## src/rtl/vga_timing.sv

```systemverilog
// ---------------------------------------------------------------------------
// vga_timing
//   Raster timing generator for the 2048 board renderer. Default parameters
//   give SVGA 800x600@72Hz from a 50 MHz clock.
//
//   Ports
//     CLK          system clock
//     RST          asynchronous reset, active low
//     row          current line   (vertical counter, zero-extended)
//     col          current pixel  (horizontal counter, zero-extended)
//     vnotactive   high while row >= V_VIS (vertical blank)
//     hsync        horizontal sync, PIPE_DELAY ticks behind row/col
//     vsync        vertical sync,   PIPE_DELAY ticks behind row/col
//     de           display enable,  PIPE_DELAY ticks behind row/col
//     pix_tick     one-CLK pulse; the counters advance on the next edge
//     frame_start  one-CLK pulse on the cycle row/col wrap to (0,0)
// ---------------------------------------------------------------------------
module vga_timing #(
  parameter int unsigned H_VIS      = 800,
  parameter int unsigned H_FP       = 56,
  parameter int unsigned H_SYNC     = 120,
  parameter int unsigned H_BP       = 64,
  parameter int unsigned V_VIS      = 600,
  parameter int unsigned V_FP       = 37,
  parameter int unsigned V_SYNC     = 6,
  parameter int unsigned V_BP       = 23,
  parameter logic        SYNC_POL   = 1'b1,
  parameter int unsigned CLK_DIV    = 1,
  parameter int unsigned PIPE_DELAY = 1
) (
  input  logic        CLK,
  input  logic        RST,
  output logic [31:0] row,
  output logic [31:0] col,
  output logic        vnotactive,
  output logic        hsync,
  output logic        vsync,
  output logic        de,
  output logic        pix_tick,
  output logic        frame_start
);

  localparam int unsigned H_TOTAL = H_VIS + H_FP + H_SYNC + H_BP;
  localparam int unsigned V_TOTAL = V_VIS + V_FP + V_SYNC + V_BP;

  // Phase boundaries, sized to the counters so every compare is same-width
  localparam logic [10:0] HC_LAST     = 11'(H_TOTAL - 1);
  localparam logic [10:0] HC_FP_BEG   = 11'(H_VIS);
  localparam logic [10:0] HC_SYNC_BEG = 11'(H_VIS + H_FP);
  localparam logic [10:0] HC_BP_BEG   = 11'(H_VIS + H_FP + H_SYNC);

  localparam logic [9:0]  VC_LAST     = 10'(V_TOTAL - 1);
  localparam logic [9:0]  VC_FP_BEG   = 10'(V_VIS);
  localparam logic [9:0]  VC_SYNC_BEG = 10'(V_VIS + V_FP);
  localparam logic [9:0]  VC_BP_BEG   = 10'(V_VIS + V_FP + V_SYNC);

  localparam logic [3:0]  DIV_LAST    = 4'(CLK_DIV - 1);

  // -------------------------------------------------------------------------
  // Elaboration-time parameter checks
  // -------------------------------------------------------------------------
  if (H_TOTAL >= 2048) begin : g_bad_htotal
    $error("vga_timing: H_TOTAL must be below 2048");
  end
  if (V_TOTAL >= 1024) begin : g_bad_vtotal
    $error("vga_timing: V_TOTAL must be below 1024");
  end
  if (CLK_DIV < 1 || CLK_DIV > 16) begin : g_bad_div
    $error("vga_timing: CLK_DIV must be in 1..16");
  end
  if (PIPE_DELAY > 4) begin : g_bad_pipe
    $error("vga_timing: PIPE_DELAY must be in 0..4");
  end

  typedef enum logic [1:0] {
    PH_VIS,
    PH_FP,
    PH_SYNC,
    PH_BP
  } phase_t;

  logic [3:0]  r_divcnt;
  logic        r_pix_tick;
  logic [10:0] r_hcnt;
  logic [9:0]  r_vcnt;
  logic        r_hs_raw;
  logic        r_vs_raw;
  logic        r_de_raw;
  logic        r_vnotactive;
  logic        r_frame_start;

  logic        w_h_wrap;
  logic        w_v_wrap;
  logic [10:0] w_hcnt_nxt;
  logic [9:0]  w_vcnt_nxt;
  phase_t      w_hph_nxt;
  phase_t      w_vph_nxt;

  // -------------------------------------------------------------------------
  // Pixel clock divider. pix_tick is registered, so the counters move on the
  // edge after it is seen high; out of reset the first advance is therefore
  // one tick after release.
  // -------------------------------------------------------------------------
  always_ff @(posedge CLK or negedge RST) begin
    if (!RST) begin
      r_divcnt   <= '0;
      r_pix_tick <= 1'b0;
    end else if (r_divcnt == DIV_LAST) begin
      r_divcnt   <= '0;
      r_pix_tick <= 1'b1;
    end else begin
      r_divcnt   <= r_divcnt + 4'd1;
      r_pix_tick <= 1'b0;
    end
  end

  // -------------------------------------------------------------------------
  // Next counter values
  // -------------------------------------------------------------------------
  always_comb begin
    w_h_wrap   = (r_hcnt == HC_LAST);
    w_v_wrap   = (r_vcnt == VC_LAST);
    w_hcnt_nxt = w_h_wrap ? '0 : r_hcnt + 11'd1;
    w_vcnt_nxt = r_vcnt;
    if (w_h_wrap) begin
      w_vcnt_nxt = w_v_wrap ? '0 : r_vcnt + 10'd1;
    end
  end

  // Phase decode of the next position; the raw strobes are registered from
  // it so they line up with row/col on the same cycle.
  always_comb begin
    w_hph_nxt = PH_BP;
    if (w_hcnt_nxt < HC_FP_BEG) begin
      w_hph_nxt = PH_VIS;
    end else if (w_hcnt_nxt < HC_SYNC_BEG) begin
      w_hph_nxt = PH_FP;
    end else if (w_hcnt_nxt < HC_BP_BEG) begin
      w_hph_nxt = PH_SYNC;
    end
  end

  always_comb begin
    w_vph_nxt = PH_BP;
    if (w_vcnt_nxt < VC_FP_BEG) begin
      w_vph_nxt = PH_VIS;
    end else if (w_vcnt_nxt < VC_SYNC_BEG) begin
      w_vph_nxt = PH_FP;
    end else if (w_vcnt_nxt < VC_BP_BEG) begin
      w_vph_nxt = PH_SYNC;
    end
  end

  // -------------------------------------------------------------------------
  // Counters and raw timing strobes
  // -------------------------------------------------------------------------
  always_ff @(posedge CLK or negedge RST) begin
    if (!RST) begin
      r_hcnt        <= '0;
      r_vcnt        <= '0;
      r_hs_raw      <= ~SYNC_POL;
      r_vs_raw      <= ~SYNC_POL;
      r_de_raw      <= 1'b0;
      r_vnotactive  <= 1'b0;
      r_frame_start <= 1'b0;
    end else begin
      r_frame_start <= r_pix_tick && w_h_wrap && w_v_wrap;
      if (r_pix_tick) begin
        r_hcnt       <= w_hcnt_nxt;
        r_vcnt       <= w_vcnt_nxt;
        r_hs_raw     <= (w_hph_nxt == PH_SYNC) ? SYNC_POL : ~SYNC_POL;
        r_vs_raw     <= (w_vph_nxt == PH_SYNC) ? SYNC_POL : ~SYNC_POL;
        r_de_raw     <= (w_hph_nxt == PH_VIS) && (w_vph_nxt == PH_VIS);
        r_vnotactive <= (w_vcnt_nxt >= VC_FP_BEG);
      end
    end
  end

  // -------------------------------------------------------------------------
  // Output delay line, advancing on pixel ticks only
  // -------------------------------------------------------------------------
  if (PIPE_DELAY == 0) begin : g_no_delay
    assign hsync = r_hs_raw;
    assign vsync = r_vs_raw;
    assign de    = r_de_raw;
  end else begin : g_delay
    logic [PIPE_DELAY-1:0] r_hs_pipe;
    logic [PIPE_DELAY-1:0] r_vs_pipe;
    logic [PIPE_DELAY-1:0] r_de_pipe;

    always_ff @(posedge CLK or negedge RST) begin
      if (!RST) begin
        r_hs_pipe <= {PIPE_DELAY{~SYNC_POL}};
        r_vs_pipe <= {PIPE_DELAY{~SYNC_POL}};
        r_de_pipe <= '0;
      end else if (r_pix_tick) begin
        r_hs_pipe[0] <= r_hs_raw;
        r_vs_pipe[0] <= r_vs_raw;
        r_de_pipe[0] <= r_de_raw;
        for (int unsigned i = 1; i < PIPE_DELAY; i++) begin
          r_hs_pipe[i] <= r_hs_pipe[i-1];
          r_vs_pipe[i] <= r_vs_pipe[i-1];
          r_de_pipe[i] <= r_de_pipe[i-1];
        end
      end
    end

    assign hsync = r_hs_pipe[PIPE_DELAY-1];
    assign vsync = r_vs_pipe[PIPE_DELAY-1];
    assign de    = r_de_pipe[PIPE_DELAY-1];
  end

  assign row         = 32'(r_vcnt);
  assign col         = 32'(r_hcnt);
  assign vnotactive  = r_vnotactive;
  assign pix_tick    = r_pix_tick;
  assign frame_start = r_frame_start;

endmodule

```

## config.mk

```make
export PLATFORM = sky130hd
export DESIGN_NAME = vga_timing
export DESIGN_NICKNAME = d
export VERILOG_FILES = /design/src/rtl/vga_timing.sv
export SDC_FILE = /design/constraint.sdc
export NUM_CORES = 1
export LEC_CHECK = 0
export CAP_MARGIN = 10
export CORE_MARGIN = 5
export CORE_UTILIZATION = 45
export CTS_BUF_LIST = sky130_fd_sc_hd__clkbuf_8
export DETAILED_ROUTE_END_ITERATION = 16
export PLACE_DENSITY = 0.85
export SYNTH_ARGS = -nofsm -noshare
export SYNTH_HDL_FRONTEND = slang
export SYNTH_SLANG_ARGS = --single-unit
```

## constraint.sdc

```tcl
create_clock -name CLK -period 2.29 [get_ports CLK]
set_input_delay 0.3435 -clock CLK [delete_from_list [all_inputs] [get_ports CLK]]
set_output_delay 0.3435 -clock CLK [all_outputs]
set_load 0.01 [all_outputs]
```

After elaboration in Yosys (flattened, before gate mapping)
Cells that the tools add are included.
W data, S select, Z words.
{"block": "totals", "reg_bits": 34, "inputBits": 2, "out_inout_bits": 70, "elab_cells": 45}
{"block": "classes", "n_addsub": 3, "n_lt_le_gt_ge": 7, "eq_ne": 4, "mux": 13, "n_reduce_logical": 6}
{"op": "$lt A11 B10 Y1 const B", "count": 3}
{"op": "$lt A10 B10 Y1 const B", "count": 3}
{"op": "$mux W10", "count": 2}
{"op": "$add A11 B1 Y11 const B", "count": 1}
{"op": "$eq A11 B11 Y1 const B", "count": 1}
{"op": "$mux W11", "count": 1}
{"op": "$add A10 B1 Y10 const B", "count": 1}
{"op": "$eq A10 B10 Y1 const B", "count": 1}
{"op": "$ge A10 B10 Y1 const B", "count": 1}
{"op": "$mux W2", "count": 4}
{"op": "$mux W1", "count": 5}
{"op": "$add A4 B1 Y4 const B", "count": 1}
{"op": "$eq A2 B2 Y1 const B", "count": 2}
{"op": "$logic_not A2 Y1", "count": 2}
{"op": "$logic_not A4 Y1", "count": 1}
{"op": "$mux W4", "count": 1}
{"op": "$logic_and A1 B1 Y1", "count": 3}

Logic depth before layout (Yosys ltp)
Gate-level depths: netlist of run 1.
{"block": "depth", "word_depth": 9, "mapped_depth": 9, "ltp_nobuf": 9}

Worst setup path before layout of run 1
No wires, ideal clock.
{"block": "synth_path", "kind": "register -> register", "from": "register r_hcnt[0]", "to": "register r_vs_raw", "setup_ns": 0.066, "arrival_time_ns": 2.126, "required_time_ns": 2.224, "path_slack_ns": 0.099, "path_stages_with_launch": 10, "path_buffers": 1, "period_less_slack_ns": 2.191, "cell_sequence": "dfrtp_1 ha_1 and3_1 and3_1 buf_4 a31oi_1 a31oi_1 or4_1 mux2i_1 a22o_1"}
{"block": "synth_via", "elab_chain_len": 8, "word_cells_on_any_way": 10, "classes_between": "3 x order compare; 2 x eq/ne; 5 x mux"}
{"element": "start, declared", "line_no": "84", "rtl": "logic [10:0] r_hcnt;"}
{"element": "start signal, assigned", "line_no": "169", "rtl": "r_hcnt <= w_hcnt_nxt;"}
{"element": "$eq A11 B11 Y1 *", "line_no": "121", "rtl": "w_h_wrap = (r_hcnt == HC_LAST);"}
{"element": "$mux W10 *", "line_no": "125", "rtl": "if (w_h_wrap) begin"}
{"element": "$lt A10 B10 Y1", "line_no": "149", "rtl": "end else if (w_vcnt_nxt < VC_BP_BEG) begin"}
{"element": "$mux W1", "line_no": "149"}
{"element": "$mux W2", "line_no": "147", "rtl": "end else if (w_vcnt_nxt < VC_SYNC_BEG) begin"}
{"element": "$mux W2 *", "line_no": "145", "rtl": "if (w_vcnt_nxt < VC_FP_BEG) begin"}
{"element": "$eq A2 B2 Y1 *", "line_no": "172", "rtl": "r_vs_raw <= (w_vph_nxt == PH_SYNC) ? SYNC_POL : ~SYNC_POL;"}
{"element": "$mux W1 *", "line_no": "172"}
{"element": "end signal, assigned", "line_no": "162", "rtl": "r_vs_raw <= ~SYNC_POL;"}
{"element": "end signal, assigned", "line_no": "172"}
{"element": "end, declared", "line_no": "87", "rtl": "logic r_vs_raw;"}
Mark *: on every way between the ends. The rest lies on a longest branch, timed or not.
A chain may end at the register's enable or synchronous reset.

Final worst setup path of run 1
{"block": "layout_path", "from": "register r_vcnt[0]", "to": "register r_vnotactive, in the netlist vnotactive"}
{"block": "layout_via", "elab_chain_len": 4, "word_cells_on_any_way": 5, "classes_between": "1 x add/sub; 1 x order compare; 1 x eq/ne; 2 x mux"}
{"element": "start, declared", "line_no": "85", "rtl": "logic [9:0] r_vcnt;"}
{"element": "start signal, assigned", "line_no": "170", "rtl": "r_vcnt <= w_vcnt_nxt;"}
{"element": "$add A10 B1 Y10 or $eq A10 B10 Y1 (tied branches)", "line_no": "126, 122"}
{"element": "$mux W10", "line_no": "126", "rtl": "w_vcnt_nxt = w_v_wrap ? '0 : r_vcnt + 10'd1;"}
{"element": "$mux W10 *", "line_no": "125"}
{"element": "$ge A10 B10 Y1 *", "line_no": "174", "rtl": "r_vnotactive <= (w_vcnt_nxt >= VC_FP_BEG);"}
{"element": "end signal, assigned", "line_no": "174"}
{"element": "end, declared", "line_no": "89", "rtl": "logic r_vnotactive;"}
Marks and branches as above.

==> impl_metrics.tcl, run 1 <==
set metrics [dict create \
    finalSetupViolations 0 \
    r2r_cells 8 \
    utilization_pct 53.9 \
    crit_path_max_fanout 8 \
    synth-edff-count 0 \
    avgSynthCellArea_um2 8.50 \
    yosysUniqueCellTypes 45 \
    synth_area_um2 2470 \
    root_buffer "clkbuf_8" \
    io_buffers 28 \
    final_common_cell "conb_1" \
    rsz0062_at_grt "false" \
    regArea_um2 851 \
    drcViolationCount 0 \
    irDropWorstVdd_v 0.000207 \
    start_kind "register" \
    gp_congestion 0.940 \
    synthXorXnorAreaFrac_pct 6.02 \
    hold_viol 0 \
    synthCells 291 \
    outcome "complete, no violations" \
    synth_top_family_by_area "simple AND/OR/NAND/NOR gates" \
    leakagePower_nw 1.28 \
    tns_ns 0 \
    muxShareOfSynthArea_pct 3.04 \
    synth-simple-area-share_pct 23.5 \
    fmaxAchievable_mhz 455 \
    cts_sinks 34 \
    grt_pass1_wl_um 9020 \
    min_period_ns 2.20 \
    period_share_pct 96.0 \
    drive_above_1_share_pct 15.5 \
    grt_pass1_vias 1959 \
    vias 2147 \
    fp.dieW_um 84.1 \
    clockBufferDepth 2 \
    final_antenna_net_count 0 \
    ys.flop_type "dfrtp_1" \
    firstDrtPassIters 7 \
    cts_max_level 2 \
    antenna_cells 0 \
    grt_start_max_net_pins 35 \
    worstPathArrival_ns 2.38 \
    multiInputGateArea_um2 1380 \
    synth.area.top_cells "dfrtp_1 (34%), buf_4 (13%), xnor2_1 (4.3%)" \
    die_h_um 84.1 \
    final_cell_mix "conb_1 (43), dfrtp_1 (34), clkdlybuf4s50_1 (28), nand2_1 (26), buf_4 (26)" \
    wl_per_cell_um 13.8 \
    synth_seq_cells 34 \
    synth.yosys.seq_area_share_pct 34.4 \
    nets 342 \
    die_area_um2 7080 \
    cts_buffers 5 \
    vias_per_cell 5.26 \
    slew_viol_final 0 \
    cts_tree "built" \
    synth_top_area_cell "dfrtp_1" \
    cap_violations 0 \
    initialDrtViolationCount 100 \
    synth_warnings 0 \
    hp-class "input port to async pin" \
    clk_pin_slew_ns 0.07 \
    cp-end-kind "register" \
    async_reset_ff_share_pct 100 \
    synth_top_area_share_pct 34.4 \
    fp.coreArea_um2 5440 \
    fill_cells 504 \
    p_per_area_nw_per_um2 376 \
    grt-ovfl-total 0 \
    synth_fa_ha_area_share_pct 2.53 \
    antenna_found_initial 0 \
    path_class "register to register" \
    fin_skew_ns 0.00726 \
    row_count 27 \
    cts.hold.buffers_added 0 \
    synthToLayoutAreaGrowth_pct 18.6 \
    initial_core_util_pct 45.5 \
    cp.required_ns 2.47 \
    ios 72 \
    clock_latency_ns 0.29 \
    hpwl_um 4150 \
    grt_usage_pct 15.6 \
    synth_compound_area_share_pct 12.8 \
    drt-total-wl_um 5650 \
]
[worst paths after layout]
kind	slack (ns)	to	startpoint
worst min-delay path	0.47	r_vcnt[3]	RST
worst max register to register	0.09	vnotactive	r_vcnt[0]
worst max-delay path	0.09	vnotactive	r_vcnt[0]
max in group asynchronous	1.50	r_vcnt[7]	RST
min in group CLK	0.48	vnotactive	vnotactive
worst min register to register	0.48	vnotactive	vnotactive
[sequential cells by signal (all words and copies together) (netlist names)]
register and cells:
r_vcnt 10, frame_start 1, hsync 1, r_hcnt 11, r_divcnt 4, r_vs_raw 1
vsync 1, pix_tick 1, r_hs_raw 1, r_de_raw 1, de 1, vnotactive 1
[final cells by class]
| cell class | count | area share (%) |
|---|---|---|
| clock buffer | 6 | 2.82 |
| multi-input combinational | 229 | 46.9 |
| sequential | 34 | 29.0 |
| clock inverter | 2 | 0.299 |
| tap | 72 | 3.07 |
| timing repair buffer | 55 | 16.6 |
| inverter | 10 | 1.28 |
[worst max-delay path: stages, from the launching register on]
cell and delay [ns]:
dfrtp_1 0.41, ha_1 0.40, nand3_1 0.22, or2_2 0.36
nor2_1 0.12, xnor2_1 0.14, o221a_2 0.22, a21oi_2 0.06
a21o_1 0.15
[power breakdown]
part | total (W) | internal [W] | switching (W)
sequential | 0.000600 | 0.000600 | 0
combinational | 0.0000471 | 0.00000260 | 0.0000445
clock | 0.000456 | 0.000238 | 0.000218
total | 0.00110 | 0.000841 | 0.000263
[per-stage QoR]
step | total power [W] | instance area [µm²] | setup slack (ns) | std cells | hold slack [ns]
after detailed placement | 0.000657 | 2800 | 0.119 | 399 | 0.478
after floorplan | 0.000697 | 2630 | 0.0986 | 333 | 0.0479
after global placement | 0.000657 | 2800 | 0.151 | 399 | 0.470
final | 0.00110 | 2930 | 0.0919 | 408 | 0.467
after CTS | 0.00111 | 2890 | 0.103 | 407 | 0.471
after global routing | 0.00115 | 2930 | 0.00635 | 408 | 0.495
[cell families (layout without fill, tap and decap cells)]
group | after synthesis | in the layout
multiplexers | 7 | 7
adder cells (fa/ha/maj) | 5 | 5
flip-flops | 34 | 34
other | 1 | 43
AO/OA/AOI/OAI | 52 | 52
AND/OR/NAND/NOR | 105 | 105
XOR/XNOR | 17 | 17
buffers and inverters | 70 | 73
[synthesized netlist by cell type (2+ instances only)]
master    instances
buf_4            44
dfrtp_1          34
nand2_1          26
nor2_1           20
o21ai_0          17
nand3_1          15
a21oi_1          14
xnor2_1          12
clkbuf_1         11
inv_1            10
and3_1            6
buf_2             5
ha_1              5
nand4_1           5
nor3_1            5
xor2_1            5
a31oi_1           4
mux2_2            4
nand4b_1          4
o31ai_1           4
or3_1             4
mux2i_1           3
nand2b_1          3
nand3b_1          3
a21o_1            2
a22o_1            2
and4_1            2
nor3b_1           2
nor4_1            2
o22ai_1           2
or2_2             2
[repair_timing]
item / in CTS / in global routing
gates resized for setup: 0 / 8
endpoints found under the setup margin: 0 / 4
buffers inserted: 0 / 1
[layer usage]
layer,GRT usage [%],wire (µm),vias up,part of all wire (%)
met5,0,0,-,0
met4,5.85,93,0,1.6
met3,4.94,446,12,7.9
met2,24.7,2690,96,48
met1,19.8,2420,1026,43
li1,-,-,1013,-
No activity file was read; power rests on OpenSTA's default activity.
==> run 2, diff against run 1 <==
- CAP_MARGIN: 10 -> 20
- CTS_CLUSTER_SIZE: not set -> 16
- REMOVE_ABC_BUFFERS: not set -> 1
==> run 2 against run 1 <==
Net effect:
- worst setup slack gained 0.011 ns
- sequential power hardly changed
- worst hold slack lost 0.0055 ns
- sequential cell count unchanged
- first-iteration DRC count rose by 49%
- critical endpoint is now r_vs_raw
- largest cell class unchanged
- highest routed layer unchanged
==> impl_metrics.tcl, run 2 (synthesized netlist as in run 1, its figures left out) <==
set metrics [dict create \
    outcome "complete, no violations" \
    cts_tree "built" \
    antenna_cells 0 \
    cts_buffers 5 \
    cts_sinks 34 \
    drcViolationCount 0 \
    die_area_um2 7080 \
    initialDrtViolationCount 149 \
    antenna_found_initial 0 \
    fin_skew_ns 0.0116 \
    p_clk_share_pct 51.2 \
    p_sw_w 0.000287 \
    grt_pass1_wl_um 9400 \
    min_period_ns 2.19 \
    placed_area_um2 2780 \
    nets 340 \
    worst_slack_ns 0.103 \
    combPwrFrac_pct 3.6 \
    grt_usage_pct 16.1 \
    postLayoutCellArea_um2 2980 \
    slew_viol_final 0 \
    seqPwrFrac_pct 45.3 \
    ios 72 \
    cp.required_ns 2.52 \
    drt-total-wl_um 5740 \
    fill_cells 474 \
    path_class "register to register" \
    intPower_w 0.00104 \
    cp-end-kind "register" \
    hpwl_um 4080 \
    finalSetupViolations 0 \
    final_common_cell "conb_1" \
    fmaxAchievable_mhz 457 \
    r2r_end "r_vs_raw" \
    final_antenna_net_count 0 \
    crit_start "r_hcnt[8]" \
    vias 2091 \
    vias_per_cell 5.15 \
    crit_path_max_fanout 6 \
    fp.coreArea_um2 5440 \
    cts.hold.buffers_added 0 \
    gp_congestion 0.929 \
    largest_reg_flops 11 \
    final_cell_mix "conb_1 (43), dfrtp_1 (34), clkdlybuf4s50_1 (28), nand2_1 (25), buf_4 (23)" \
    clock_latency_ns 0.30 \
    largest_register "r_hcnt" \
    grt_pass1_vias 1974 \
    dp_slack_ns 0.0944 \
    tns_ns 0 \
    grt-ovfl-total 0 \
    r2r_cells 8 \
    rr_startpoint "r_hcnt[8]" \
    start_kind "register" \
    clk_pin_slew_ns 0.08 \
    hold_viol 0 \
    irDropWorstVdd_v 0.000276 \
    hp-class "input port to async pin" \
    worstPathArrival_ns 2.42 \
    io_buffers 28 \
    swShare_pct 21.6 \
    drive_above_1_share_pct 15.9 \
    reg_top3 "r_hcnt (11), r_vcnt (10), r_divcnt (4)" \
    leakagePower_nw 1.29 \
    wl_per_cell_um 14.1 \
    cap_violations 0 \
    fp.dieW_um 84.1 \
    die_h_um 84.1 \
    synthToLayoutAreaGrowth_pct 20.4 \
    grt_start_max_net_pins 35 \
    initial_core_util_pct 45.5 \
    root_buffer "clkbuf_8" \
    row_count 27 \
    period_share_pct 95.5 \
    p_per_area_nw_per_um2 445 \
    cts_max_level 2 \
    r2r_slack_ns 0.10 \
    finalPower_w 0.00133 \
    firstDrtPassIters 4 \
    clockBufferDepth 2 \
]
[run 2: layout make-up]
type                       count  area (µm²)  share of cell area [%]
tap                           72        90.1                    3.03
clock inverter                 3        68.8                    2.31
multi-input combinational    229        1390                    46.6
timing repair buffer          53         475                    16.0
sequential                    34         851                    28.6
inverter                      10        37.5                    1.26
clock buffer                   5        68.8                    2.31
[run 2: how the worst max path moves through the flow]
stage | endpoint | slack (ns) | cells after the start
after floorplan | r_vs_raw | -0.02 | 8
after detailed placement | r_vs_raw | 0.09 | 8
final | r_vs_raw | 0.10 | 8
after global placement | r_de_raw | 0.13 | 9
after global routing | r_de_raw | -0.01 | 9
after CTS | r_vs_raw | 0.04 | 8
[run 2: metrics by stage]
stage,utilization [%],std cells,hold slack [ns]
6_report,54.8,406,0.462
5_1_grt,54.8,406,0.508
4_1_cts,53.6,404,0.478
3_5_place_dp,51.0,396,0.471
2_1_floorplan,-,273,0.0479
3_3_place_gp,51.0,396,0.477
[run 2: worst max-delay path: stages (launching register included)]
cell and delay (ns):
dfrtp_1 0.42, nor4b_4 0.35, and3_4 0.28, buf_6 0.11, or3_1 0.09, o21ai_1 0.05, or4_1 0.52, mux2i_1 0.16
a22o_1 0.14
[run 2: repair_timing]
action,CTS,global route
setup endpoints to repair,0,5
setup buffers,0,2
resized for setup,0,13
[run 2: power by group through the flow]
| stage | clock network, W | registers, W | logic, W |
|---|---|---|---|
| floorplan | 0 | 0.000612 | 0.0000304 |
| global placement | 0 | 0.000612 | 0.0000454 |
| detailed placement | 0 | 0.000612 | 0.0000455 |
| CTS | 0.000684 | 0.000600 | 0.0000456 |
| global route | 0.000709 | 0.000600 | 0.0000541 |
| finish | 0.000678 | 0.000600 | 0.0000471 |
[run 2: metal layers]
layer	up-vias	part of all wire (%)	track usage [%]
met4	0	0.75	4.82
met3	8	7.9	3.36
met2	81	49	25.8
met5	-	0	0
li1	1001	-	-
met1	1001	43	21.8
